==> src/rtl/adder_share_pkg.sv <==
// Shared types and helpers for the adder-sharing arbiter.
// Defines the default operand width, ID width helper and slot state.
package adder_share_pkg;

    localparam int N_DEFAULT = 12;

    // Width of a requester index; never narrower than one bit.
    function automatic int ID_W(input int num_req);
        return (num_req > 1) ? $clog2(num_req) : 1;
    endfunction

    typedef enum logic {
        EMPTY = 1'b0,
        FULL  = 1'b1
    } slot_state_t;

endpackage

==> src/rtl/adder_12bit.sv <==
// Combinational ripple-carry adder, sum = (a + b) mod 2^N.
// Ports: a, b operands; sum result (carry-out dropped).
module adder_12bit #(
    parameter int N = 12
) (
    input  logic [N-1:0] a,
    input  logic [N-1:0] b,
    output logic [N-1:0] sum
);

    logic carry;

    always_comb begin
        carry = 1'b0;
        sum   = '0;
        for (int i = 0; i < N; i++) begin
            sum[i] = a[i] ^ b[i] ^ carry;
            carry  = (a[i] & b[i]) | (carry & (a[i] ^ b[i]));
        end
    end

endmodule

==> src/rtl/rr_arbiter.sv <==
// Combinational round-robin arbiter searching upward from ptr.
// Ports: req vector, en, ptr in; one-hot gnt, gnt_idx, gnt_vld out.
module rr_arbiter #(
    parameter int NUM_REQ = 4,
    parameter int IW      = 2
) (
    input  logic [NUM_REQ-1:0] req,
    input  logic               en,
    input  logic [IW-1:0]      ptr,
    output logic [NUM_REQ-1:0] gnt,
    output logic [IW-1:0]      gnt_idx,
    output logic               gnt_vld
);

    int            idx;
    logic [IW-1:0] sel;

    // Walk offsets from farthest to nearest so the requester
    // closest to ptr (in wrap order) is the one left standing.
    always_comb begin
        gnt     = '0;
        gnt_idx = '0;
        gnt_vld = 1'b0;
        idx     = 0;
        sel     = '0;
        for (int off = NUM_REQ - 1; off >= 0; off--) begin
            idx = int'(ptr) + off;
            if (idx >= NUM_REQ) begin
                idx = idx - NUM_REQ;
            end
            sel = idx[IW-1:0];
            if (en && req[sel]) begin
                gnt      = '0;
                gnt[sel] = 1'b1;
                gnt_idx  = sel;
                gnt_vld  = 1'b1;
            end
        end
    end

endmodule

==> src/rtl/adder_share_arbiter.sv <==
// Shares one adder among NUM_REQ requesters with a single result slot.
// Ports: req_valid/ready/a/b in, rsp_valid/ready/sum/id out, busy, op_count.
module adder_share_arbiter
    import adder_share_pkg::*;
#(
    parameter int NUM_REQ = 4,
    parameter int N       = N_DEFAULT,
    parameter int CNT_W   = 16
) (
    input  logic                        clk,
    input  logic                        rst,
    input  logic [NUM_REQ-1:0]          req_valid,
    output logic [NUM_REQ-1:0]          req_ready,
    input  logic [NUM_REQ*N-1:0]        req_a,
    input  logic [NUM_REQ*N-1:0]        req_b,
    output logic                        rsp_valid,
    input  logic                        rsp_ready,
    output logic [N-1:0]                rsp_sum,
    output logic [ID_W(NUM_REQ)-1:0]    rsp_id,
    output logic                        busy,
    output logic [CNT_W-1:0]            op_count
);

    localparam int IW = ID_W(NUM_REQ);

    slot_state_t        state_q, state_d;
    logic [IW-1:0]      ptr_q, ptr_d;
    logic [IW-1:0]      id_q, id_d;
    logic [N-1:0]       sum_q, sum_d;
    logic [CNT_W-1:0]   cnt_q, cnt_d;

    logic [NUM_REQ-1:0] gnt;
    logic [IW-1:0]      gnt_idx;
    logic               gnt_vld;
    logic               slot_free;
    logic               rsp_hs;
    logic [N-1:0]       op_a, op_b, add_s;

    assign slot_free = (state_q == EMPTY) | rsp_ready;
    assign rsp_hs    = (state_q == FULL) & rsp_ready;

    // Gating with rst keeps req_ready low during reset.
    rr_arbiter #(
        .NUM_REQ (NUM_REQ),
        .IW      (IW)
    ) u_arb (
        .req     (req_valid),
        .en      (slot_free & ~rst),
        .ptr     (ptr_q),
        .gnt     (gnt),
        .gnt_idx (gnt_idx),
        .gnt_vld (gnt_vld)
    );

    assign op_a = req_a[gnt_idx*N +: N];
    assign op_b = req_b[gnt_idx*N +: N];

    adder_12bit #(
        .N   (N)
    ) u_add (
        .a   (op_a),
        .b   (op_b),
        .sum (add_s)
    );

    always_comb begin
        state_d = state_q;
        ptr_d   = ptr_q;
        id_d    = id_q;
        sum_d   = sum_q;
        cnt_d   = cnt_q;
        if (gnt_vld) begin
            state_d = FULL;
            sum_d   = add_s;
            id_d    = gnt_idx;
            ptr_d   = (gnt_idx == IW'(NUM_REQ - 1)) ? '0 : gnt_idx + 1'b1;
        end else if (rsp_hs) begin
            state_d = EMPTY;
        end
        if (rsp_hs) begin
            cnt_d = cnt_q + 1'b1;
        end
    end

    always_ff @(posedge clk) begin
        if (rst) begin
            state_q <= EMPTY;
            ptr_q   <= '0;
            id_q    <= '0;
            sum_q   <= '0;
            cnt_q   <= '0;
        end else begin
            state_q <= state_d;
            ptr_q   <= ptr_d;
            id_q    <= id_d;
            sum_q   <= sum_d;
            cnt_q   <= cnt_d;
        end
    end

    assign req_ready = gnt;
    assign rsp_valid = (state_q == FULL);
    assign rsp_sum   = sum_q;
    assign rsp_id    = id_q;
    assign op_count  = cnt_q;
    assign busy      = rsp_valid | (|req_valid);

endmodule

==> config.mk <==
export PLATFORM = sky130hd
export DESIGN_NAME = adder_share_arbiter
export DESIGN_NICKNAME = d
export VERILOG_FILES = /design/src/rtl/adder_share_pkg.sv /design/src/rtl/adder_12bit.sv /design/src/rtl/rr_arbiter.sv /design/src/rtl/adder_share_arbiter.sv
export SDC_FILE = /design/constraint.sdc
export NUM_CORES = 1
export LEC_CHECK = 0
export CAP_MARGIN = 20
export CORE_MARGIN = 5
export CORE_UTILIZATION = 41
export CTS_BUF_LIST = sky130_fd_sc_hd__clkbuf_16
export DETAILED_ROUTE_END_ITERATION = 10
export PLACE_DENSITY = 0.87
export SLEW_MARGIN = 20
export SYNTH_ARGS = -nofsm -noshare
export SYNTH_HDL_FRONTEND = slang
export SYNTH_SLANG_ARGS = --single-unit
==> constraint.sdc <==
create_clock -name clk -period 8.4 [get_ports clk]
set_clock_uncertainty 0.2 [all_clocks]
set_input_delay 1.26 -clock clk [delete_from_list [all_inputs] [get_ports clk]]
set_output_delay 1.26 -clock clk [all_outputs]
set_load 0.01 [all_outputs]
# [Word-level counts from Yosys, hierarchy flattened]
# Cells that the tools add are included.
[classes] n_mux=35 reduce_logical=10 n_bitwise=60 add_sub_neg=9 n_shift=2 div_mod_pow=0 mul=1 order_cmp=12 eq_ne=1
[ops] cell="$shiftx A48 B7 Y12" n=2
[ops] cell="$and A1 B1 Y1" n=23
[ops] cell="$xor A1 B1 Y1" n=23
[ops] cell="$mux W2" n=9
[ops] cell="$add A16 B1 Y16 const B" n=1
[ops] cell="$mux W4" n=4
[ops] cell="$mux W1" n=14
[ops] cell="$lt A2 B3 Y1 const B" n=4
[ops] cell="$or A1 B1 Y1" n=12
[ops] cell="$ge A3 B3 Y1 const B" n=3
[ops] cell="$bmux W1 S2" n=4
[ops] cell="$demux W1 S2" n=4
[ops] cell="$ge A2 B1 Y1 const B" n=4
[ops] cell="$logic_and A1 B1 Y1" n=8
[ops] cell="$sub A2 B1 Y2 const B" n=4
[ops] cell="$add A2 B2 Y3 const B" n=2
[ops] cell="$mul A2 B2 Y4 const B" n=1
[ops] cell="$reduce_or A4 Y1" n=1
[ops] cell="$add A2 B1 Y3 const B" n=1
[ops] cell="$ge A2 B3 Y1 const B" n=1
[ops] cell="$add A2 B1 Y2 const B" n=1
[ops] cell="$eq A2 B2 Y1 const B" n=1
[ops] cell="$not A1 Y1" n=2
[ops] cell="$reduce_bool A2 Y1" n=1
[totals] latchBits=0 regBits=33 word_cells=135 memories=0 in_bits=103 ram_bits=0 output_inout_bits=36 mem_bits_ro=0

# [Depth between registers and ports, before layout]
# Gate-level depths: netlist (run 1).
[logic_depth] ltp_word=34 depth_mapped=27 ltp_nobuf=23

# [Modules after synthesis]
# A second synthesis (run 1) with hierarchy kept.
[unflattened] cells_unflattened=257 area_unflattened_um2=2673.8
[by_module_without_submodules] mod="adder_share_arbiter" cells_each=173 area_per_inst_um2=1908.1 n_inst=1 seq_area_each_um2=660.6
[by_module_without_submodules] mod="rr_arbiter" cells_each=67 area_per_inst_um2=510.5 n_inst=1 seq_area_each_um2=0.0
[by_module_without_submodules] mod="adder_12bit" cells_each=17 area_per_inst_um2=255.2 n_inst=1 seq_area_each_um2=0.0

# [Least setup slack after synthesis (run 1)]
# No wires, ideal clock.
[synth_timing] path_type="input to register" startpoint="input req_valid[0]" endpoint="register sum_q[11], in the netlist rsp_sum[11]" required_ns=8.112 setup_time_ns=0.088 path_buffers=3 arrival_ns=7.177 slack_ns=0.935 path_stages=23 cell_sequence="clkbuf_2 > mux4_2 > nor4b_4 > nor2_2 > o22ai_1 > buf_2 > clkbuf_1 > a211oi_1 > a21oi_1 > ha_1 > fa_1 > fa_1 > fa_1 > inv_1 > fa_1 > fa_1 > fa_1 > fa_1 > fa_1 > fa_1 > fa_1 > or3_1 > a311oi_2"
[synth_between] elab_chain_len=31 elab_cells_between_ends=66 classes_between="mul (1); shift (2); mux (16); bitwise (43); reduce/logical (4)"
[synth_rtl] item="start, declared" line_no="adder_share_arbiter.sv:12" rtl="input logic [NUM_REQ-1:0] req_valid,"
[synth_rtl] item="$bmux W1 S2" line_no="rr_arbiter.sv:32" rtl="if (en && req[sel]) begin"
[synth_rtl] item="$mux W1 (not written as such)" line_no="rr_arbiter.sv:32"
[synth_rtl] item="$logic_and A1 B1 Y1" line_no="rr_arbiter.sv:32"
[synth_rtl] item="$mux W2 (4 in series)" line_no="rr_arbiter.sv:32"
[synth_rtl] item="$mul A2 B2 Y4" line_no="adder_share_arbiter.sv:55, adder_share_arbiter.sv:56"
[synth_rtl] item="$shiftx A48 B7 Y12, on equally long branches" line_no="adder_share_arbiter.sv:55, adder_share_arbiter.sv:56"
[synth_rtl] item="$and A1 B1 Y1 or $xor A1 B1 Y1 (tied branches)" line_no="adder_12bit.sv:18" rtl="carry = (a[i] & b[i]) | (carry & (a[i] ^ b[i]));"
[synth_rtl] item="$and A1 B1 Y1" line_no="adder_12bit.sv:18"
[synth_rtl] item="[12 not listed]"
[synth_rtl] item="$or A1 B1 Y1" line_no="adder_12bit.sv:18"
[synth_rtl] item="$and A1 B1 Y1" line_no="adder_12bit.sv:18"
[synth_rtl] item="$or A1 B1 Y1" line_no="adder_12bit.sv:18"
[synth_rtl] item="$and A1 B1 Y1" line_no="adder_12bit.sv:18"
[synth_rtl] item="$or A1 B1 Y1" line_no="adder_12bit.sv:18"
[synth_rtl] item="$and A1 B1 Y1" line_no="adder_12bit.sv:18"
[synth_rtl] item="$or A1 B1 Y1" line_no="adder_12bit.sv:18"
[synth_rtl] item="$xor A1 B1 Y1" line_no="adder_12bit.sv:17" rtl="sum[i] = a[i] ^ b[i] ^ carry;"
[synth_rtl] item="end signal, assigned" line_no="adder_share_arbiter.sv:96" rtl="sum_q <= sum_d;"
[synth_rtl] item="end, declared" line_no="adder_share_arbiter.sv:29" rtl="logic [N-1:0] sum_q, sum_d;"
# Several ways; a longest one is shown, not always the timed one. The select of a mux whose other input is x is not followed.
# A chain may end at the register's enable or synchronous reset.

# [Final worst setup path (run 1)]
[layout_timing] startpoint="input req_valid[2]" endpoint="register sum_q[11], in the netlist rsp_sum[11]"
# The elaborated chain is that of the path after synthesis.

==> run metrics, run 1 <==
Final Max Slew Viols 0; # resized after CTS 0; Routed Antenna Nets 0; CP required 8.38 ns; Syn Nets 462; Area Growth Syn to Fin 55.8%; largest net degree at the start of global routing 39; CTS tree yes; routed vias 2,898; Die Wd 92.8 µm; max_slew headroom 0.485; Setup TNS Final 0 ns; part of the cycle the worst path needs 0.927; WL per Instance 15.1 µm; max-capacitance violation count 0; initial antenna violation count 0; Async SR Flop Fraction 0; status completed; final hold viol count 0; first-pass GRT wire length 13.3 mm; RSZ-0062 raised after global routing no; clk_lat worst skew 0.27 ns; Pre-Repair DR Iteration Count 4; Starting Density 0.418; layout cells sized above 1 0.0815; crit-path max FO 38; non-filler cells in the finished layout 546; most instantiated library cell after synthesis nand2_1; # rows 30; Final setup viols 0; synthesis-stage register bit count 33; cell area power density 165 nW/µm²; Yosys top cell by area dfxtp_1; share of Yosys cell area claimed by the top area cell type 0.235; Antenna Cells 0; clk sinks 33; RePlAce Congestion 0.861; slew at the pin closest to its max-slew limit 0.764 ns; Post-CTS Setup Inserts 0; post-synthesis sequential area ratio 0.235; minimum clock period after layout 7.79 ns; Post-CTS Hold Fix Bufs 0; Num CTS Buffers 5; Pleak 1.57 nW; maximum buffer depth of the clock tree 2; main flop type after synthesis dfxtp_1; Total Wirelength 8.25 mm; root buf cell clkbuf_16; All-Layer GR Usage 0.187; H-tree depth 2; Arr. time, crit path 7.77 ns; I/O Buffers 138; Crit. End Element register; max frequency 128 MHz; vias per std cell 5.31; CORE AREA 6720 µm²; commonest cells in the netlist nand2_1, dfxtp_1, nor2_1, a21oi_1, mux2i_1; First DRT Iteration DRCs 91; placed cells 539; Hold Path Class register to register; Synthesis Warnings 0; CP Class input port to register; Post-Syn Area per Cell 8.28 µm²; # DRC 0; Die Y-Extent 92.8 µm; cell area after synthesis 2810 µm²; Yosys cell types 41; number of synthesized flops with an enable pin 0; total grt overflow 0; cells after synthesis 339; Worst Setup Start Kind input port; Top Ports 139; Final nets 589; vias in the first global route 2,979; top cells by area, synth dfxtp_1, mux2i_1, fa_1; Final Power 0.000723 W; post-DP HPWL 6.91 mm; clock slew at reported path FFs 0.05 ns; IR drop worst, VDD 0.000108 V; Die ar. 8600 µm²
[logic make-up after synthesis]
kind of cell | Yosys count | synth area share
DFF | 33 | 0.235
buffers and inverters | 28 | 0.0432
muxes | 43 | 0.177
adders and majority gates | 20 | 0.116
xor gates and xnor gates | 17 | 0.0530
and+or+nand+nor | 116 | 0.194
AOI/OAI and AO/OA | 82 | 0.181
[flip-flops by register name, summed over array words and instances, names as in the netlist]
| name | cells |
|---|---|
| op_count | 16 |
| ptr_q | 2 |
| rsp_id | 2 |
| rsp_sum | 12 |
| rsp_valid | 1 |
[cell usage in the layout, fill, tap and decap left out, types with 2 or more instances in the layout]
| cell | Yosys | layout |
|---|---|---|
| a211oi_1 | 16 | 16 |
| a21oi_1 | 25 | 25 |
| a22oi_1 | 4 | 4 |
| a31oi_1 | 6 | 6 |
| and3_1 | 3 | 3 |
| buf_4 | 0 | 5 |
| clkbuf_16 | 0 | 5 |
| clkdlybuf4s50_1 | 0 | 138 |
| dfxtp_1 | 33 | 33 |
| fa_1 | 10 | 10 |
| ha_1 | 10 | 10 |
| inv_1 | 4 | 5 |
| mux2_2 | 14 | 14 |
| mux2i_1 | 25 | 25 |
| mux4_2 | 4 | 4 |
| nand2_1 | 47 | 47 |
| nand2b_1 | 3 | 3 |
| nand3_1 | 2 | 2 |
| nand4_1 | 2 | 2 |
| nor2_1 | 32 | 31 |
| nor2_2 | 1 | 2 |
| nor2b_1 | 10 | 10 |
| nor3_1 | 4 | 4 |
| o21ai_0 | 23 | 23 |
| o31ai_1 | 2 | 2 |
| or3_1 | 7 | 7 |
| xnor2_1 | 4 | 4 |
| xor2_1 | 13 | 13 |
[final timing paths]
kind / from / endpoint / slack, ns / cells past startpoint
min: rsp_sum[0] / rsp_sum[0] / 0.25 / 2
max: req_valid[2] / rsp_sum[11] / 0.61 / 20
min reg2reg: rsp_sum[0] / rsp_sum[0] / 0.25 / 2
max reg2reg: ptr_q[1] / rsp_sum[11] / 1.16 / 21
[where the power goes]
part / leakage (nW) / switching [W] / total [W] / internal [W]
registers: 0.270 / 0.0000135 / 0.000188 / 0.000174
logic: 1.23 / 0.000179 / 0.000371 / 0.000192
clock network: 0.0685 / 0.0000587 / 0.000164 / 0.000106
total: 1.57 / 0.000251 / 0.000723 / 0.000472
[critical path, cell delays in order]
cell	delay (ns)
clkdlybuf4s50_1	0.54
mux4_2	0.59
nor4b_4	0.43
nor2_2	0.14
o22ai_4	0.30
buf_4	0.37
a211oi_1	0.09
a21oi_1	0.19
fa_1	0.22
fa_1	0.17
inv_1	0.05
fa_1	0.37
fa_1	0.38
fa_1	0.40
fa_1	0.40
fa_1	0.42
fa_1	0.42
fa_1	0.39
or3_1	0.39
a311oi_2	0.24
[layer usage]
| metal | global-route usage | up-vias | part of all wire |
|---|---|---|---|
| met5 | 0 | - | 0 |
| met4 | 0.0525 | 0 | 0.019 |
| met3 | 0.0471 | 12 | 0.078 |
| met2 | 0.367 | 111 | 0.53 |
| met1 | 0.195 | 1321 | 0.37 |
| li1 | - | 1454 | - |
[final cells by class]
cell class | count | area, µm²
Inverter | 5 | 18.8
Multi-Input combinational cell | 278 | 2040
Timing Repair Buffer | 143 | 1420
Sequential cell | 33 | 661
Fill cell | 557 | 2340
Clock buffer | 5 | 125
Tap cell | 80 | 100
Clock inverter | 2 | 7.51
[stage by stage]
| stage | instance area [µm²] | hold WS (ns) | worst slack [ns] | util |
|---|---|---|---|---|
| floorplan | 2810 | 0.281 | 0.935 | - |
| global placement | 4240 | 0.242 | 0.524 | 0.631 |
| detailed placement | 4240 | 0.246 | 0.312 | 0.631 |
| CTS | 4370 | 0.252 | 0.588 | 0.651 |
| global route | 4370 | 0.273 | 0.256 | 0.651 |
| finish | 4370 | 0.250 | 0.613 | 0.651 |
Note: power is estimated with default switching activity, not from simulation.
==> run 2, diff against run 1 <==
--- a/config.mk
+++ b/config.mk
@@ -11,6 +11,7 @@
 export CTS_BUF_LIST = sky130_fd_sc_hd__clkbuf_16
 export DETAILED_ROUTE_END_ITERATION = 10
 export PLACE_DENSITY = 0.87
+export SETUP_SLACK_MARGIN = 0.3
 export SLEW_MARGIN = 20
 export SYNTH_ARGS = -nofsm -noshare
 export SYNTH_HDL_FRONTEND = slang
==> run metrics, run 2 (same netlist as run 1, synthesis figures left out) <==
Die Wd 92.8 µm (unchanged); Final Max Slew Viols 0 (unchanged); Final setup viols 0 (unchanged); Hold Path Class register to register; max FFs per register 16 (unchanged); Die ar. 8600 µm² (unchanged); All-Layer GR Usage 0.187 (unchanged); Worst path max stage delay 0.60 ns (about the same); CTS tree yes; commonest cells after routing, fill and taps aside clkdlybuf4s50_1, nand2_1, dfxtp_1, nor2_1; # rows 30 (unchanged); reg2reg path depth 21 (unchanged); first-pass GRT wire length 13.3 mm (unchanged); Antenna Cells 0 (unchanged); Post-CTS Hold Fix Bufs 0 (unchanged); maximum buffer depth of the clock tree 2 (unchanged); Arr. time, crit path 7.75 ns (-0.02 ns); # DRC 0 (unchanged); # resized after CTS 0 (unchanged); Top Ports 139 (unchanged); Num CTS Buffers 5 (unchanged); clk_lat worst skew 0.27 ns (about the same); Fillers 556 (-0.18%); Starting Density 0.418 (unchanged); initial antenna violation count 0 (unchanged); slew at the pin closest to its max-slew limit 0.763 ns (-0.000456 ns); WL per Instance 15.1 µm (-0.28%); max_slew headroom 0.486 (about the same); Final Power 0.000723 W (about the same); I/O Buffers 138 (unchanged); max frequency 129 MHz (+0.19%); part of the cycle the worst path needs 0.925 (-0.00176); cells along the critical path clkdlybuf4s50_1, mux4_2, nor2b_1, o21ai_0, o22ai_4, a21oi_1, ha_1, fa_1, fa_1, fa_1, inv_1, fa_1, fa_1, fa_1, fa_1, fa_1, fa_1, fa_1, or3_1, a311oi_2; status completed; most common cell after layout, fill and taps aside clkdlybuf4s50_1; clock slew at reported path FFs 0.05 ns (about the same); Setup TNS Final 0 ns (unchanged); Min-Delay Endpoint rsp_sum[0]; RSZ-0062 raised after global routing no; routed vias 2,902 (+0.14%); final hold viol count 0 (unchanged); minimum clock period after layout 7.77 ns (-0.0148 ns); Total Wirelength 8.23 mm (-0.28%); CP Class input port to register; Pre-Repair DR Iteration Count 4 (unchanged); H-tree depth 2 (unchanged); Final nets 589 (unchanged); cell area power density 165 nW/µm² (-0.14%); clk sinks 33 (unchanged); Crit. End Element register; Post-CTS Setup Inserts 0 (unchanged); Pleak 1.57 nW (about the same); vias per std cell 5.32 (+0.14%); final cell utilization of the core 0.652 (about the same); layout cells sized above 1 0.0815 (unchanged); IR drop worst, VDD 0.000107 V (-0.17%); Area Growth Syn to Fin 55.9% (about the same); First DRT Iteration DRCs 91 (unchanged); RR Endpoint rsp_sum[11]; crit-path max FO 10 (-74%); setup slack, reg-to-reg 1.18 ns (+0.02 ns); vias in the first global route 2,979 (unchanged); worst r2r src ptr_q[1]; RePlAce Congestion 0.861 (unchanged); worst hold stages 2 (unchanged); hold path start rsp_sum[0]; post-DP HPWL 6.91 mm (unchanged); total grt overflow 0 (unchanged); max-capacitance violation count 0 (unchanged); area post-placement 4240 µm² (unchanged); root buf cell clkbuf_16; largest net degree at the start of global routing 39 (unchanged); Crit-path slowest cell o21ai_0; Design Area, Final 4380 µm² (about the same); crit-path most repeated cell fa_1; Routed Antenna Nets 0 (unchanged); CP required 8.38 ns (about the same); Die Y-Extent 92.8 µm (unchanged); CORE AREA 6720 µm² (unchanged); Worst Setup Start Kind input port
[run 2: cell counts in the layout (fill, tap and decap cells not counted)]
Identical to the previous run, type by type.
[run 2: final cells by class]
| class | instances | area, µm² | area share |
|---|---|---|---|
| Multi-Input combinational cell | 278 | 2040 | 0.467 |
| Timing Repair Buffer | 143 | 1420 | 0.325 |
| Sequential cell | 33 | 661 | 0.151 |
| Clock buffer | 5 | 125 | 0.0286 |
| Tap cell | 80 | 100 | 0.0229 |
| Inverter | 5 | 18.8 | 0.00429 |
| Clock inverter | 2 | 7.51 | 0.00171 |
[run 2: worst max path at each step]
stage                             from          end  slack [ns]  depth (start not counted)
final                     req_valid[0]  rsp_sum[11]        0.63                         20
after global routing      req_valid[2]  rsp_sum[11]        0.36                         20
after CTS                 req_valid[2]  rsp_sum[11]        0.59                         20
after detailed placement  req_valid[2]  rsp_sum[11]        0.31                         20
after global placement    req_valid[2]  rsp_sum[11]        0.52                         20
after floorplan           req_valid[0]  rsp_sum[11]        0.93                         23
[run 2: routing by layer]
metal | global-route usage | routed length [µm]
met1 | 0.195 | 3020
met2 | 0.367 | 4410
met5 | 0 | 0
met4 | 0.0525 | 158
met3 | 0.0471 | 633
[run 2: critical path, delay by kind of cell]
kind / cells / cell delay (ns)
and+or+nand+nor: 2 / 0.55
muxes: 1 / 0.52
buffers and inverters: 2 / 0.60
adders and majority gates: 11 / 3.50
AOI/OAI and AO/OA: 4 / 1.32
[run 2: through the flow]
step	hold slack, ns	std cells	worst slack [ns]
final	0.251	546	0.628
after global routing	0.273	546	0.357
after CTS	0.252	546	0.588
after detailed placement	0.246	539	0.312
after global placement	0.242	539	0.524
after floorplan	0.281	339	0.935
[run 2: where the power goes]
group	switching, W	total, W	internal [W]
Clock	0.0000573	0.000163	0.000106
Sequential	0.0000135	0.000188	0.000174
Combinational	0.000179	0.000372	0.000193
